[config.mk]
export PLATFORM = sky130hd
export DESIGN_NAME = serial_adder
export DESIGN_NICKNAME = d
export VERILOG_FILES = /design/src/rtl/serial_adder_pkg.sv /design/src/rtl/serial_adder_full_adder.sv /design/src/rtl/serial_adder.sv
export SDC_FILE = /design/constraint.sdc
export NUM_CORES = 1
export LEC_CHECK = 0
export ABC_AREA = 1
export ABC_CLOCK_PERIOD_IN_PS = 1700
export BUFFER_PORTS_ARGS = -buffer_cell sky130_fd_sc_hd__buf_2
export CAP_MARGIN = 20
export CELL_PAD_IN_SITES_DETAIL_PLACEMENT = 2
export CELL_PAD_IN_SITES_GLOBAL_PLACEMENT = 2
export CORE_ASPECT_RATIO = 0.75
export CORE_MARGIN = 2
export CORE_UTILIZATION = 31
export CTS_CLUSTER_SIZE = 40
export DETAILED_ROUTE_END_ITERATION = 16
export PLACE_DENSITY_LB_ADDON = 0.05
export SETUP_SLACK_MARGIN = 0.2
export SLEW_MARGIN = 30
export SYNTH_ARGS = -nofsm -noshare
export SYNTH_HDL_FRONTEND = slang
export SYNTH_SLANG_ARGS = --single-unit
[constraint.sdc]
create_clock -name Clk -period 1.7 [get_ports Clk]
set_input_delay 0.17 -clock Clk [delete_from_list [all_inputs] [get_ports Clk]]
set_output_delay 0.17 -clock Clk [all_outputs]
set_load 0.005 [all_outputs]
[src/rtl/serial_adder_pkg.sv]
// Shared constants for the bit-serial adder: FSM state encoding and the
// legal WIDTH range.
package serial_adder_pkg;

  // Legal operand width range.
  localparam int unsigned WIDTH_MIN = 1;
  localparam int unsigned WIDTH_MAX = 32;

  // Control FSM state encoding.
  localparam logic [1:0] S_IDLE = 2'd0;
  localparam logic [1:0] S_ADD  = 2'd1;
  localparam logic [1:0] S_DONE = 2'd2;

  // True when w is an operand width the adder supports.
  function automatic bit width_ok(input int unsigned w);
    return (w >= WIDTH_MIN) && (w <= WIDTH_MAX);
  endfunction

endpackage

[src/rtl/serial_adder_full_adder.sv]
// 1-bit full-adder cell, the per-bit datapath of the serial adder.
// Ports:
//   Ain, Bin, Cin : addend bits and carry-in
//   Sum, Cout     : sum bit and carry-out
module serial_adder_full_adder (
  input  logic Ain,
  input  logic Bin,
  input  logic Cin,
  output logic Sum,
  output logic Cout
);

  logic w_half;

  assign w_half = Ain ^ Bin;
  assign Sum    = w_half ^ Cin;
  assign Cout   = (Ain & Bin) | (Cin & w_half);

endmodule

[src/rtl/serial_adder.sv]
// Bit-serial WIDTH-bit adder: one full-adder cell, one result bit per clock,
// LSB first, carry held in a flip-flop between bits.
// Ports:
//   Clk, Rst_n : clock, synchronous active-low reset
//   Start      : request, accepted on a rising edge while Busy=0
//   A, B, Cin  : operands and carry-in, sampled on the accepting edge
//   Busy       : high while bits are being added
//   Done       : one-cycle completion pulse
//   Sum, Cout  : result and final carry, held until the next completion
module serial_adder
  import serial_adder_pkg::*;
#(
  parameter int unsigned WIDTH = 8
) (
  input  logic             Clk,
  input  logic             Rst_n,
  input  logic             Start,
  input  logic [WIDTH-1:0] A,
  input  logic [WIDTH-1:0] B,
  input  logic             Cin,
  output logic             Busy,
  output logic             Done,
  output logic [WIDTH-1:0] Sum,
  output logic             Cout
);

  localparam int unsigned CNT_W = ($clog2(WIDTH) > 0) ? $clog2(WIDTH) : 1;

  // Reject unsupported widths at elaboration.
  generate
    if (!width_ok(WIDTH)) begin : g_bad_width
      $error("serial_adder: WIDTH out of range");
    end
  endgenerate

  logic [1:0]       r_state;
  logic [WIDTH-1:0] r_a_sh;
  logic [WIDTH-1:0] r_b_sh;
  logic             r_carry;
  logic [CNT_W-1:0] r_cnt;
  logic [WIDTH-1:0] r_res;
  logic             r_busy;
  logic             r_done;
  logic [WIDTH-1:0] r_sum;
  logic             r_cout;

  logic [1:0]       w_state_nxt;
  logic             w_accept;
  logic             w_last;
  logic             w_fa_sum;
  logic             w_fa_cout;
  logic [WIDTH-1:0] w_res_nxt;

  // Per-bit datapath: LSBs of the operand shifters plus the held carry.
  serial_adder_full_adder u_fa (
    .Ain  (r_a_sh[0]),
    .Bin  (r_b_sh[0]),
    .Cin  (r_carry),
    .Sum  (w_fa_sum),
    .Cout (w_fa_cout)
  );

  // New sum bit enters at the MSB; after WIDTH shifts bit 0 holds the LSB.
  assign w_res_nxt = WIDTH'({w_fa_sum, r_res} >> 1);

  // Next-state logic.
  always_comb begin
    w_state_nxt = r_state;
    w_accept    = 1'b0;
    w_last      = 1'b0;
    case (r_state)
      S_IDLE: begin
        if (Start) begin
          w_state_nxt = S_ADD;
          w_accept    = 1'b1;
        end
      end
      S_ADD: begin
        if (r_cnt == CNT_W'(WIDTH - 1)) begin
          w_state_nxt = S_DONE;
          w_last      = 1'b1;
        end
      end
      S_DONE: begin
        if (Start) begin
          w_state_nxt = S_ADD;
          w_accept    = 1'b1;
        end else begin
          w_state_nxt = S_IDLE;
        end
      end
      default: w_state_nxt = S_IDLE;
    endcase
  end

  // State, handshake flags and datapath registers.
  always_ff @(posedge Clk) begin
    if (!Rst_n) begin
      r_state <= S_IDLE;
      r_busy  <= 1'b0;
      r_done  <= 1'b0;
      r_a_sh  <= '0;
      r_b_sh  <= '0;
      r_carry <= 1'b0;
      r_cnt   <= '0;
      r_res   <= '0;
      r_sum   <= '0;
      r_cout  <= 1'b0;
    end else begin
      r_state <= w_state_nxt;
      r_busy  <= (w_state_nxt == S_ADD);
      r_done  <= (w_state_nxt == S_DONE);
      if (w_accept) begin
        r_a_sh  <= A;
        r_b_sh  <= B;
        r_carry <= Cin;
        r_cnt   <= '0;
      end else if (r_state == S_ADD) begin
        r_a_sh  <= r_a_sh >> 1;
        r_b_sh  <= r_b_sh >> 1;
        r_carry <= w_fa_cout;
        r_cnt   <= r_cnt + CNT_W'(1);
        r_res   <= w_res_nxt;
        // Publish the result only on the final bit so Sum/Cout hold during ADD.
        if (w_last) begin
          r_sum  <= w_res_nxt;
          r_cout <= w_fa_cout;
        end
      end
    end
  end

  assign Busy = r_busy;
  assign Done = r_done;
  assign Sum  = r_sum;
  assign Cout = r_cout;

endmodule

Yosys cells after proc, flatten, opt, wreduce, memory -nomap -nowiden

Index checks and enable logic that the tools add are counted.
W data, S select, Z words.

Eq/ne operators: 5
Bitwise gates (word level): 7
Mux-type cells: 14
Add/subtract/negate cells: 1
Reductions and logical operators: 6

Operators with widths:

| kind                  | number |
|---|---|
| $mux W8               | 4 |
| $mux W1               | 7 |
| $pmux W2 S3           | 1 |
| $eq A2 B1 Y1 const B  | 2 |
| $eq A2 B2 Y1 const B  | 2 |
| $mux W2               | 2 |
| $reduce_or A2 Y1      | 2 |
| $add A3 B1 Y3 const B | 1 |
| $eq A3 B3 Y1 const B  | 1 |
| $reduce_and A3 Y1     | 1 |
| $and A1 B1 Y1         | 2 |
| $logic_not A2 Y1      | 1 |
| $not A1 Y1            | 2 |
| $reduce_and A2 Y1     | 1 |
| $reduce_bool A2 Y1    | 1 |
| $xor A1 B1 Y1         | 2 |
| $or A1 B1 Y1          | 1 |

Output and inout port bits: 11
Input port bits: 20
Word-level logic and storage cells: 43
Bits in registers: 41

Depth between registers and ports, before layout

Gate-level depths: netlist (run 1).

Depth after elaboration: 5
Depth in mapped cells: 7
Gate-level depth less buffers: 6

Hierarchy

A second synthesis (run 1) with hierarchy kept.

Cell total of the unflattened synthesis: 225
Area total of the unflattened synthesis: 1714.1 um2

By module, submodules not included:

| module                  | seq. area each (um2) | cells each | area each (um2) | instances |
|---|---|---|---|---|
| serial_adder            | 800.8                | 224        | 1694.1          | 1 |
| serial_adder_full_adder | 0.0                  | 1          | 20.0            | 1 |

Least setup slack after synthesis (run 1)

No wires, ideal clock.

Path kind: register -> register
From: register r_cnt[0]
To: register r_sum[1] (netlist: Sum[1])
Period minus slack after synthesis: 1.232 ns
Library setup time: 0.121 ns
Buffers on the path: 1
Slack: 0.468 ns
Arrival: 1.111 ns
Cell stages (with the launch flop): 7
Data required time: 1.579 ns
Cell sequence: dfxtp_1 ha_1 ha_1 clkbuf_1 nand2_2 nand3_1 o21ai_0

Cells in the longest elaborated chain, start to end: 4

Ends and longest elaborated chain:

| element                            | line                | RTL |
|---|---|---|
| from (decl)                        | serial_adder.sv:40  | `logic [CNT_W-1:0] r_cnt;` |
| from (signal assigned)             | serial_adder.sv:122 | `r_cnt <= r_cnt + CNT_W'(1);` |
| $eq A3 B3 Y1                       | serial_adder.sv:79  | `if (r_cnt == CNT_W'(WIDTH - 1)) begin` |
| $mux W1                            | serial_adder.sv:79  |  |
| $mux W1                            | serial_adder.sv:71  | `case (r_state)` |
| $reduce_and A3 Y1 (no source line) | --                  |  |
| to (signal assigned)               | serial_adder.sv:126 | `r_sum <= w_res_nxt;` |
| to (decl)                          | serial_adder.sv:44  | `logic [WIDTH-1:0] r_sum;` |

Every way passes these cells.
A chain may end at the register's enable or synchronous reset.

Worst setup path in the final report (run 1)

From: register r_state[0]
To: register r_a_sh[4]

Cells in the longest elaborated chain, start to end: 4
Elaborated cells on any way between the ends: 7
Classes of those cells: eq/ne: 2; mux: 2; reduce/logical: 3

Ends and longest elaborated chain:

| element                                                 | line                | RTL |
|---|---|---|
| from (decl)                                             | serial_adder.sv:36  | `logic [1:0] r_state;` |
| from (signal assigned)                                  | serial_adder.sv:110 | `r_state <= w_state_nxt;` |
| $eq A2 B2 Y1 / $logic_not A2 Y1 (equally long branches) | serial_adder.sv:71  |  |
| $reduce_or A2 Y1 (no source line)                       | --                  |  |
| $mux W1                                                 | --                  |  |
| $mux W8 / $reduce_bool A2 Y1 (equally long branches)    | --                  |  |
| to (signal assigned)                                    | serial_adder.sv:119 | `r_a_sh <= r_a_sh >> 1;` |
| to (decl)                                               | serial_adder.sv:37  | `logic [WIDTH-1:0] r_a_sh;` |

Parallel ways exist; a longest one is shown, timed or not.

==> results.md, run 1 <==
* Die width at 89.7 um
* CP Data Arrival Time at 1.52 ns
* Worst vdd ir at 258 uV
* Run status: finished, final reports clean
* IO Pins at 31
* Syn nets at 248
* Initial antenna violation count at 0
* Setup TNS at 0 ns
* Dpl ws at 0.291 ns
* Placer's final routability congestion estimate at 0.743
* Global-route wire length before repair at 8.51 mm
* Largest delay share family, worst path: flip-flops
* Largest net degree at the start of global routing at 21
* Syn avg cell area at 7.60 um^2
* Vias at 1639
* Clock slew at the register clock pins of the worst setup and hold paths at 0.08 ns
* Avg WL per Cell at 15.3 um
* First-pass detailed-route iteration total at 4
* TritonCTS buffer count at 5
* Worst hold path class: input pin to register
* Net count of the finished layout at 280
* Site Rows at 23
* Crit start category: register
* Seq/Total Area, Yosys at 46.9%
* Root cell of the clock tree: clkbuf_8
* Slowest CP cell: dfxtp_1
* Final setup margin at 0.402 ns
* Core Util, Final at 38.8%
* Pleak at 0.927 nW
* Buffers plus inverters on the worst setup path at 2
* CP endpoint kind: register
* PortBufs at 30
* Layout area overhead at 20.8%
* Final-report hold violation count at 0
* Slowest Stage Delay on Critical Path at 0.45 ns
* Vias per cell at 4.92
* Crit path kind: register to register
* Post-route ant nets at 0
* Full die area at 6130 um^2
* Critical path fanouts, max at 20
* Synth cell types at 18
* Fin. max-slew vios at 0
* Global route total overflow at 0
* Max Clock Skew at 0.00800 ns
* Post-Route WL at 5.08 mm
* Final Cycle Share at 76.4%
* Hold_buf cts at 0
* Final HPWL DP at 3.66 mm
* RSZ-0062 raised after global routing: no
* YS warnings at 0
* DRC viols at 0
* Share of cells above drive strength 1 at 21.3%
* Die height at 68.3 um
* Seq cells post-synth at 40
* Critical Path, Cell by Cell: inv_4, nand2_1, buf_4, nand3_1, a21oi_1
* Fmax at 770 MHz
* Max clock buf depth at 2
* Synthesized area at 1710 um^2
* CTS tree: yes
* Number of global-route vias before repair at 1733
* Tmin final at 1.30 ns
* Layout fillers at 645
* DRT iter0 DRCs at 77
* Max H-tree Level at 2
* Mapped Cells at 225
* Relative slew slack at 78.2%
* Initial Util at 32.1%
* Worst-Skew Late Latency at 0.30 ns
* Worst-Margin Slew at 0.327 ns
* Final-report setup violation count at 0
* Core Area at 5320 um^2
* MaxCap Viol Count at 0
* Sink Count at 40
* Worst EP required at 1.93 ns
* Pwr Density at 1030 nW/um^2
* Global Route Usage Sum at 18.0%
* Total inserted antenna cells at 0
==> final timing paths <==
path,startpoint,to,slack (ns),depth (start not counted)
min,B[7],r_b_sh[7]$_SDFFE_PN0P_,0.13,3
max,r_state[0]$_SDFF_PN0_,r_a_sh[4]$_SDFFE_PN0P_,0.40,5
max reg2reg,r_state[0]$_SDFF_PN0_,r_a_sh[4]$_SDFFE_PN0P_,0.40,5
min reg2reg,Sum[4]$_SDFFE_PN0P_,Sum[4]$_SDFFE_PN0P_,0.46,2
==> registers in the layout, indices dropped and copies added (netlist names) <==
signal	cells
r_state	2
Sum	8
r_cnt	3
Done	1
Busy	1
r_b_sh	8
Cout	1
r_res	7
r_a_sh	8
r_carry	1
==> logic make-up after synthesis <==
kind of cell,Yosys count,synth area share [%]
AO/OA/AOI/OAI,39,11.4
XOR/XNOR,1,0.513
adder cells (fa/ha/maj),3,2.64
buffers and inverters,40,11.3
flip-flops,40,46.9
AND/OR/NAND/NOR,102,27.3
==> metrics by stage <==
stage               cells  total power [mW]  instance area (um^2)  hold WS [ns]
floorplan             225              1.20                  1710         0.308
global placement      322              1.27                  1910         0.433
detailed placement    322              1.28                  1910         0.432
CTS                   330              2.15                  2040         0.117
global route          333              2.24                  2060         0.142
finish                333              2.12                  2060         0.125
==> area by class of cell <==
cell class / count / area, um^2 / area share [%]
clock buffer: 7 / 96.3 / 4.67
timing repair buffer: 41 / 233 / 11.3
clock inverter: 1 / 30.0 / 1.45
multi-input combinational: 145 / 718 / 34.8
tap: 75 / 93.8 / 4.55
inverter: 24 / 92.6 / 4.48
sequential: 40 / 801 / 38.8
==> layer usage <==
| metal | vias up | wire [um] | global-route usage [%] |
|---|---|---|---|
| li1 | 800 | - | - |
| met1 | 811 | 2500 | 23.3 |
| met2 | 22 | 2370 | 29.8 |
| met3 | 6 | 137 | 3.63 |
| met4 | 0 | 78 | 8.08 |
| met5 | - | 0 | 0 |
==> tightest hold or removal path, stage by stage <==
cell	delay, ns
buf_2	0.10
nand2_1	0.05
a21oi_1	0.05
==> timing repair <==
item | in CTS | in global routing
endpoints found under the setup margin | 0 | 5
setup buffers | 0 | 3
resized for setup | 0 | 1
==> layout by cell type (no fill, tap or decap), drive strengths merged <==
master	n
o21ai	10
buf	41
xor2	1
bufinv	1
clkbuf	7
nand2	34
ha	2
nand3	57
inv	24
nor2	11
a21oi	29
dfxtp	40
fa	1
==> Yosys cell counts <==
master,count,area share (%)
o21ai_0,10,2.9
ha_1,2,1.5
nor2_4,1,0.66
buf_4,5,2.2
nand2_2,2,0.73
inv_2,1,0.22
inv_1,22,4.8
inv_4,1,0.37
buf_6,2,1.3
nand2_1,32,7.0
clkbuf_1,4,0.88
nor2_1,10,2.2
xor2_1,1,0.51
nand3_1,57,17
fa_1,1,1.2
dfxtp_1,40,47
a21oi_1,29,8.5
buf_2,5,1.5
==> where the power goes <==
group          internal, mW  switching (mW)
sequential            0.985          0.0333
clock                 0.518           0.338
combinational        0.0955           0.152
Power figures use the tool's default switching activity.
==> run 2: changes to the inputs <==
ABC_AREA = 0   (was 1)
ABC_CLOCK_PERIOD_IN_PS = 1200   (was 1700)
CORE_UTILIZATION = 32   (was 31)
clock period = 1.2 ns   (was 1.7 ns; I/O delays follow)
==> run 2 against run 1 <==
The flow now finishes with violations (setup timing). Sequential power grew 39%. Critical path type unchanged. Synthesized cell count decreased by 21%. Critical endpoint is now r_res[7]$_SDFFE_PN0P_. Sequential share of layout area decreased by 4.4 points.
==> results.md, run 2 <==
* Largest delay share family, worst path: adder cells (was flip-flops)
* MaxCap Viol Count at 0 (unchanged)
* RSZ-0062 raised after global routing: yes (was no)
* Post-Route WL at 5.11 mm (was 5.08 mm)
* Number of global-route vias before repair at 1530 (was 1733)
* Design area at 2360 um^2 (was 2060 um^2)
* Seq/Total Area, Yosys at 49.4% (was 46.9%)
* CP Data Arrival Time at 1.44 ns (was 1.52 ns)
* Top-area cell type share of the netlist area at 49.4% (was 46.9%)
* Seq pwr share at 51.4% (was 48.0%)
* Psw at 0.749 mW (was 0.523 mW)
* Full die area at 5660 um^2 (was 6130 um^2)
* YS warnings at 0 (unchanged)
* Fin. max-slew vios at 0 (unchanged)
* Main combinational cell family by area after synthesis: simple AND/OR/NAND/NOR gates (unchanged)
* Most numerous cell in the Yosys netlist: dfxtp_1 (was nand3_1)
* Crit path kind: register to register (unchanged)
* Worst-Margin Slew at 0.335 ns (was 0.327 ns)
* Sink Count at 40 (unchanged)
* Pwr Density at 1170 nW/um^2 (was 1030 nW/um^2)
* Final Cycle Share at 101% (was 76.4%)
* Fmax at 822 MHz (was 770 MHz)
* Post-synth EDFFs at 0 (unchanged)
* Worst hold path class: input pin to register (unchanged)
* Placer's final routability congestion estimate at 0.673 (was 0.743)
* Final setup margin at -0.0159 ns (was 0.402 ns)
* Power, Total at 2.77 mW (was 2.12 mW)
* Final HPWL DP at 2.97 mm (was 3.66 mm)
* Net count of the finished layout at 245 (was 280)
* Mapped Cells at 178 (was 225)
* Share of cells above drive strength 1 at 48.6% (was 21.3%)
* Global-route wire length before repair at 7.66 mm (was 8.51 mm)
* Sw Share at 27.1% (was 24.7%)
* Internal at 2.02 mW (was 1.60 mW)
* Top post-synthesis cells by count: dfxtp_1, nand3_1, nand2_1 (was nand3_1, dfxtp_1, nand2_1)
* Synthesized area at 1620 um^2 (was 1710 um^2)
* Synth cell types at 23 (was 18)
* Buffers plus inverters on the worst setup path at 0 (was 2)
* Run status: finished with violations (was finished, final reports clean)
* Slowest CP cell: fa_2 (was dfxtp_1)
* Layout area overhead at 45.5% (was 20.8%)
* Vias at 1456 (was 1639)
* Final-report hold violation count at 0 (unchanged)
* Worst vdd ir at 584 uV (was 258 uV)
* Global route total overflow at 0 (unchanged)
* Initial Util at 33.1% (was 32.1%)
* Synth Area in Compound Gates at 18.7% (was 11.4%)
* Syn avg cell area at 9.11 um^2 (was 7.60 um^2)
* Setup TNS at -0.0189 ns (was 0 ns)
* TritonCTS buffer count at 5 (unchanged)
* Max Clock Skew at 0.0103 ns (was 0.00800 ns)
* DRC viols at 0 (unchanged)
* CTS tree: yes (unchanged)
* Xor/xnor share of the synthesized area at 0.540% (was 0.512%)
* Post-synth ARST share at 0% (unchanged)
* Avg WL per Cell at 18.1 um (was 15.3 um)
* Initial antenna violation count at 0 (unchanged)
* Commonest non-fill, non-tap cell in the layout: dfxtp_1 (was nand3_1)
* Root cell of the clock tree: clkbuf_8 (unchanged)
* Synth Area in Simple Gates at 22.3% (was 27.3%)
* Layout fillers at 513 (was 645)
* Crit start category: register (unchanged)
* Most frequent cells in the layout: dfxtp_1, nand3_1, buf_2 (was nand3_1, dfxtp_1, nand2_1)
* Combinational power share at 17.0% (was 11.7%)
* Largest net degree at the start of global routing at 22 (was 21)
* Critical Path, Cell by Cell: fa_2, nand2_1, a21boi_1 (was inv_4, nand2_1, buf_4, nand3_1, a21oi_1)
* Post-route ant nets at 0 (unchanged)
* Critical path fanouts, max at 2 (was 20)
* Adder-cell area share of the yosys netlist at 2.78% (was 2.64%)
* Vias per cell at 5.16 (was 4.92)
* Max H-tree Level at 2 (unchanged)
* Syn nets at 201 (was 248)
* Hold Slack at 0.0652 ns (was 0.125 ns)
* Worst-Skew Late Latency at 0.30 ns (about the same)
* Violated checks: setup timing
* Global Route Usage Sum at 17.8% (was 18.0%)
* Relative slew slack at 77.7% (was 78.2%)
* Seq cells post-synth at 40 (unchanged)
* Final-report setup violation count at 2 (was 0)
* Clk pwr share at 31.6% (was 40.3%)
* Worst EP required at 1.43 ns (was 1.93 ns)
* Core Area at 4900 um^2 (was 5320 um^2)
* Tmin final at 1.22 ns (was 1.30 ns)
* Largest area contributor in the netlist: dfxtp_1 (unchanged)
* Top post-synthesis cells by area: dfxtp_1, nand3_1, a21boi_1 (was dfxtp_1, nand3_1, a21oi_1)
* Die width at 86.2 um (was 89.7 um)
* IO Pins at 31 (unchanged)
* Pleak at 1.01 nW (was 0.927 nW)
* DRT iter0 DRCs at 29 (was 77)
* Site Rows at 22 (was 23)
* CP endpoint kind: register (unchanged)
* PortBufs at 30 (unchanged)
* Clock slew at the register clock pins of the worst setup and hold paths at 0.08 ns (about the same)
* Slowest Stage Delay on Critical Path at 0.61 ns (was 0.45 ns)
* First-pass detailed-route iteration total at 4 (unchanged)
* Post-synthesis mux area share at 0% (unchanged)
* Die height at 65.7 um (was 68.3 um)
* Dpl cell area at 1950 um^2 (was 1910 um^2)
* Total inserted antenna cells at 0 (unchanged)
* Max clock buf depth at 2 (unchanged)
* Predominant post-synthesis flop cell: dfxtp_1 (unchanged)
==> run 2: cell count changes after synthesis, sizes merged, moves of 10 or more <==
| cell | before | now |
|---|---|---|
| a21boi | 0 | 22 |
| nor2 | 11 | 1 |
| a22oi | 0 | 15 |
| a21oi | 29 | 2 |
| inv | 24 | 0 |
| nand3 | 57 | 37 |
==> run 2: cells by family after synthesis <==
family,Yosys count
simple gates,76
compound gates,42
flops,40
buf+inv,16
fa+ha+maj,3
xor+xnor,1
==> run 2: power groups by stage <==
stage	Clock, mW	Combinational, mW	Sequential, mW
finish	0.873	0.471	1.42
global route	0.960	0.508	1.43
CTS	0.877	0.430	1.42
detailed placement	0	0.333	1.45
global placement	0	0.321	1.44
floorplan	0	0.211	1.44
==> run 2: area by class of cell <==
| class | instances | area [um^2] | share of cell area (%) |
|---|---|---|---|
| Clock buffer | 6 | 72.6 | 3.08 |
| Timing Repair Buffer | 52 | 447 | 18.9 |
| Multi-Input combinational cell | 123 | 950 | 40.2 |
| Sequential cell | 40 | 811 | 34.4 |
| Clock inverter | 1 | 5.00 | 0.212 |
| Tap cell | 60 | 75.1 | 3.18 |
==> run 2: layer usage <==
| metal | up-vias | global-route usage (%) | share of wire [%] |
|---|---|---|---|
| met5 | - | 0 | 0 |
| met4 | 0 | 5.86 | 1.3 |
| met3 | 4 | 4.27 | 2.9 |
| met2 | 23 | 29.1 | 48 |
| met1 | 720 | 23.1 | 48 |
| li1 | 709 | - | - |
==> run 2: path summary, 6_finish.rpt <==
path                          start                endpoint  cells past startpoint  slack [ns]
min reg2reg     Sum[3]$_SDFFE_PN0P_     Sum[3]$_SDFFE_PN0P_                      2        0.45
min                            B[7]  r_b_sh[7]$_SDFFE_PN0P_                      3        0.07
max          r_a_sh[0]$_SDFFE_PN0P_   r_res[7]$_SDFFE_PN0P_                      3       -0.02
max reg2reg  r_a_sh[0]$_SDFFE_PN0P_   r_res[7]$_SDFFE_PN0P_                      3       -0.02
==> run 2: through the flow <==
step | worst slack, ns | std cells | utilization [%]
2_1_floorplan | 0.0328 | 178 | -
3_3_place_gp | -0.0394 | 263 | 39.8
3_5_place_dp | -0.125 | 263 | 39.8
4_1_cts | 0.00359 | 278 | 45.5
5_1_grt | -0.0532 | 282 | 48.2
6_report | -0.0159 | 282 | 48.2
==> run 2: worst min-delay path, stage by stage <==
cell     delay, ns
buf_2         0.07
nand3_1       0.08
o21ai_2       0.06
==> run 2: timing repair <==
action | CTS | global route
gates resized for setup | 33 | 23
cloned | 3 | 1
setup buffers | 5 | 3
hold buffers | 0 | 0
setup endpoints to repair | 40 | 40
pin swaps | 15 | 24
==> run 3: changes to the inputs <==
RECOVER_POWER = 100   (was not set)
==> run 3 against run 2 <==
The run still ends with setup timing left. Sequential power is essentially flat. Worst setup slack is essentially flat. Global-route usage unchanged. Fmax barely moved. First-iteration DRC count increased by 28%. Register-to-register slack about the same. Largest cell class unchanged. Worst hold slack got worse by 0.0013 ns. Critical endpoint unchanged.
==> results.md, run 3 (synthesis gave the netlist of run 2 again) <==
* Slowest CP cell: fa_2 (unchanged)
* Worst EP required at 1.43 ns (about the same)
* Tmin final at 1.22 ns (about the same)
* Crit start category: register (unchanged)
* Layout area overhead at 43.3% (was 45.5%)
* RSZ-0062 raised after global routing: yes (unchanged)
* Crit path kind: register to register (unchanged)
* Worst-Margin Slew at 0.346 ns (was 0.335 ns)
* Die height at 65.7 um (unchanged)
* Worst-Skew Late Latency at 0.30 ns (about the same)
* Clock slew at the register clock pins of the worst setup and hold paths at 0.08 ns (about the same)
* Fin. max-slew vios at 0 (unchanged)
* PortBufs at 30 (unchanged)
* TritonCTS buffer count at 5 (unchanged)
* Initial Util at 33.1% (unchanged)
* Layout fillers at 520 (was 513)
* CP endpoint kind: register (unchanged)
* Die width at 86.2 um (unchanged)
* Hold_buf cts at 0 (unchanged)
* Most frequent cells in the layout: dfxtp_1, nand3_1, buf_2 (unchanged)
* Pwr Density at 1190 nW/um^2 (was 1170 nW/um^2)
* Final cell count without fillers at 282 (unchanged)
* Max H-tree Level at 2 (unchanged)
* Number of global-route vias before repair at 1530 (unchanged)
* Run status: finished with violations (unchanged)
* Final setup margin at -0.0160 ns (was -0.0159 ns)
* Critical Path, Cell by Cell: fa_2, nand2_1, a21boi_1 (unchanged)
* Sink Count at 40 (unchanged)
* Worst vdd ir at 583 uV (was 584 uV)
* Relative slew slack at 77.0% (was 77.7%)
* Final HPWL DP at 2.97 mm (unchanged)
* DRC viols at 0 (unchanged)
* Avg WL per Cell at 18.2 um (was 18.1 um)
* Worst hold path class: input pin to register (unchanged)
* DRT iter0 DRCs at 37 (was 29)
* Core Area at 4900 um^2 (unchanged)
* Critical path fanouts, max at 2 (unchanged)
* Vias at 1452 (was 1456)
* Design area at 2320 um^2 (was 2360 um^2)
* Site Rows at 22 (unchanged)
* Final-report hold violation count at 0 (unchanged)
* Post-Route WL at 5.13 mm (was 5.11 mm)
* Number of instances in the placed design at 263 (unchanged)
* Global route total overflow at 0 (unchanged)
* Net count of the finished layout at 245 (unchanged)
* Global Route Usage Sum at 17.8% (unchanged)
* Final Cycle Share at 101% (about the same)
* Largest delay share family, worst path: adder cells (unchanged)
* Largest net degree at the start of global routing at 22 (unchanged)
* Share of cells above drive strength 1 at 44.6% (was 48.6%)
* MaxCap Viol Count at 0 (unchanged)
* Max Clock Skew at 0.00963 ns (was 0.0103 ns)
* Dpl cell area at 1950 um^2 (unchanged)
* Vias per cell at 5.15 (was 5.16)
* Commonest non-fill, non-tap cell in the layout: dfxtp_1 (unchanged)
* Total inserted antenna cells at 0 (unchanged)
* Final-report setup violation count at 2 (unchanged)
* Initial antenna violation count at 0 (unchanged)
* IO Pins at 31 (unchanged)
* Post-route ant nets at 0 (unchanged)
* Buffers plus inverters on the worst setup path at 0 (unchanged)
* Placer's final routability congestion estimate at 0.673 (unchanged)
* Root cell of the clock tree: clkbuf_8 (unchanged)
* Max clock buf depth at 2 (unchanged)
* CTS tree: yes (unchanged)
* First-pass detailed-route iteration total at 4 (unchanged)
* Fmax at 822 MHz (about the same)
* CP Data Arrival Time at 1.44 ns (about the same)
* Slowest Stage Delay on Critical Path at 0.61 ns (about the same)
* Pleak at 0.976 nW (was 1.01 nW)
* Violated checks: setup timing (unchanged)
* Global-route wire length before repair at 7.66 mm (unchanged)
* Full die area at 5660 um^2 (unchanged)
## run 3: final cells by class
type	instances	area [um^2]	share of cell area, %
clock buffer	6	72.6	3.12
multi-input combinational	123	936	40.3
clock inverter	1	5.00	0.215
tap	60	75.1	3.23
timing repair buffer	52	427	18.4
sequential	40	808	34.8
## run 3: worst paths after layout
kind | startpoint | to | slack, ns | depth (start not counted)
setup / recovery | r_a_sh[0]$_SDFFE_PN0P_ | r_res[7]$_SDFFE_PN0P_ | -0.02 | 3
hold / removal | B[7] | r_b_sh[7]$_SDFFE_PN0P_ | 0.06 | 3
setup reg to reg | r_a_sh[0]$_SDFFE_PN0P_ | r_res[7]$_SDFFE_PN0P_ | -0.02 | 3
hold reg to reg | Sum[3]$_SDFFE_PN0P_ | Sum[3]$_SDFFE_PN0P_ | 0.45 | 2
## run 3: report_power, final
group	internal [mW]	leakage, nW	switching (mW)
Sequential	1.38	0.328	0.0436
Combinational	0.231	0.607	0.223
Clock	0.396	0.0410	0.480
## run 3: what timing repair did
| item | CTS | global route |
|---|---|---|
| pin swaps | 15 | 24 |
| gates cloned | 3 | 1 |
| endpoints found under the setup margin | 40 | 40 |
| setup buffers | 5 | 3 |
| gates resized for setup | 33 | 23 |
| endpoints found under the hold margin | 0 | 0 |
## run 3: per-stage QoR
stage	total power, mW	setup slack, ns	utilization [%]	hold slack [ns]	TNS [ns]
5_1_grt	2.88	-0.0532	47.4	0.0637	-0.304
6_report	2.75	-0.0160	47.4	0.0639	-0.0182
3_3_place_gp	1.76	-0.0394	39.8	0.354	-0.304
2_1_floorplan	1.65	0.0328	-	0.266	0
3_5_place_dp	1.78	-0.125	39.8	0.386	-1.08
4_1_cts	2.73	0.00359	45.5	0.0826	0
## run 3: per-layer routing
| metal | vias to the layer above | wire length (um) | track usage [%] |
|---|---|---|---|
| met5 | - | 0 | 0 |
| met2 | 30 | 2450 | 29.1 |
| met3 | 4 | 166 | 4.27 |
| li1 | 708 | - | - |
| met1 | 710 | 2450 | 23.1 |
| met4 | 0 | 67 | 5.86 |
## run 3: worst reg2reg max path: stages, from the launching register on
cell and delay (ns):
dfxtp_2 0.34, fa_2 0.61, nand2_1 0.08, a21boi_1 0.13
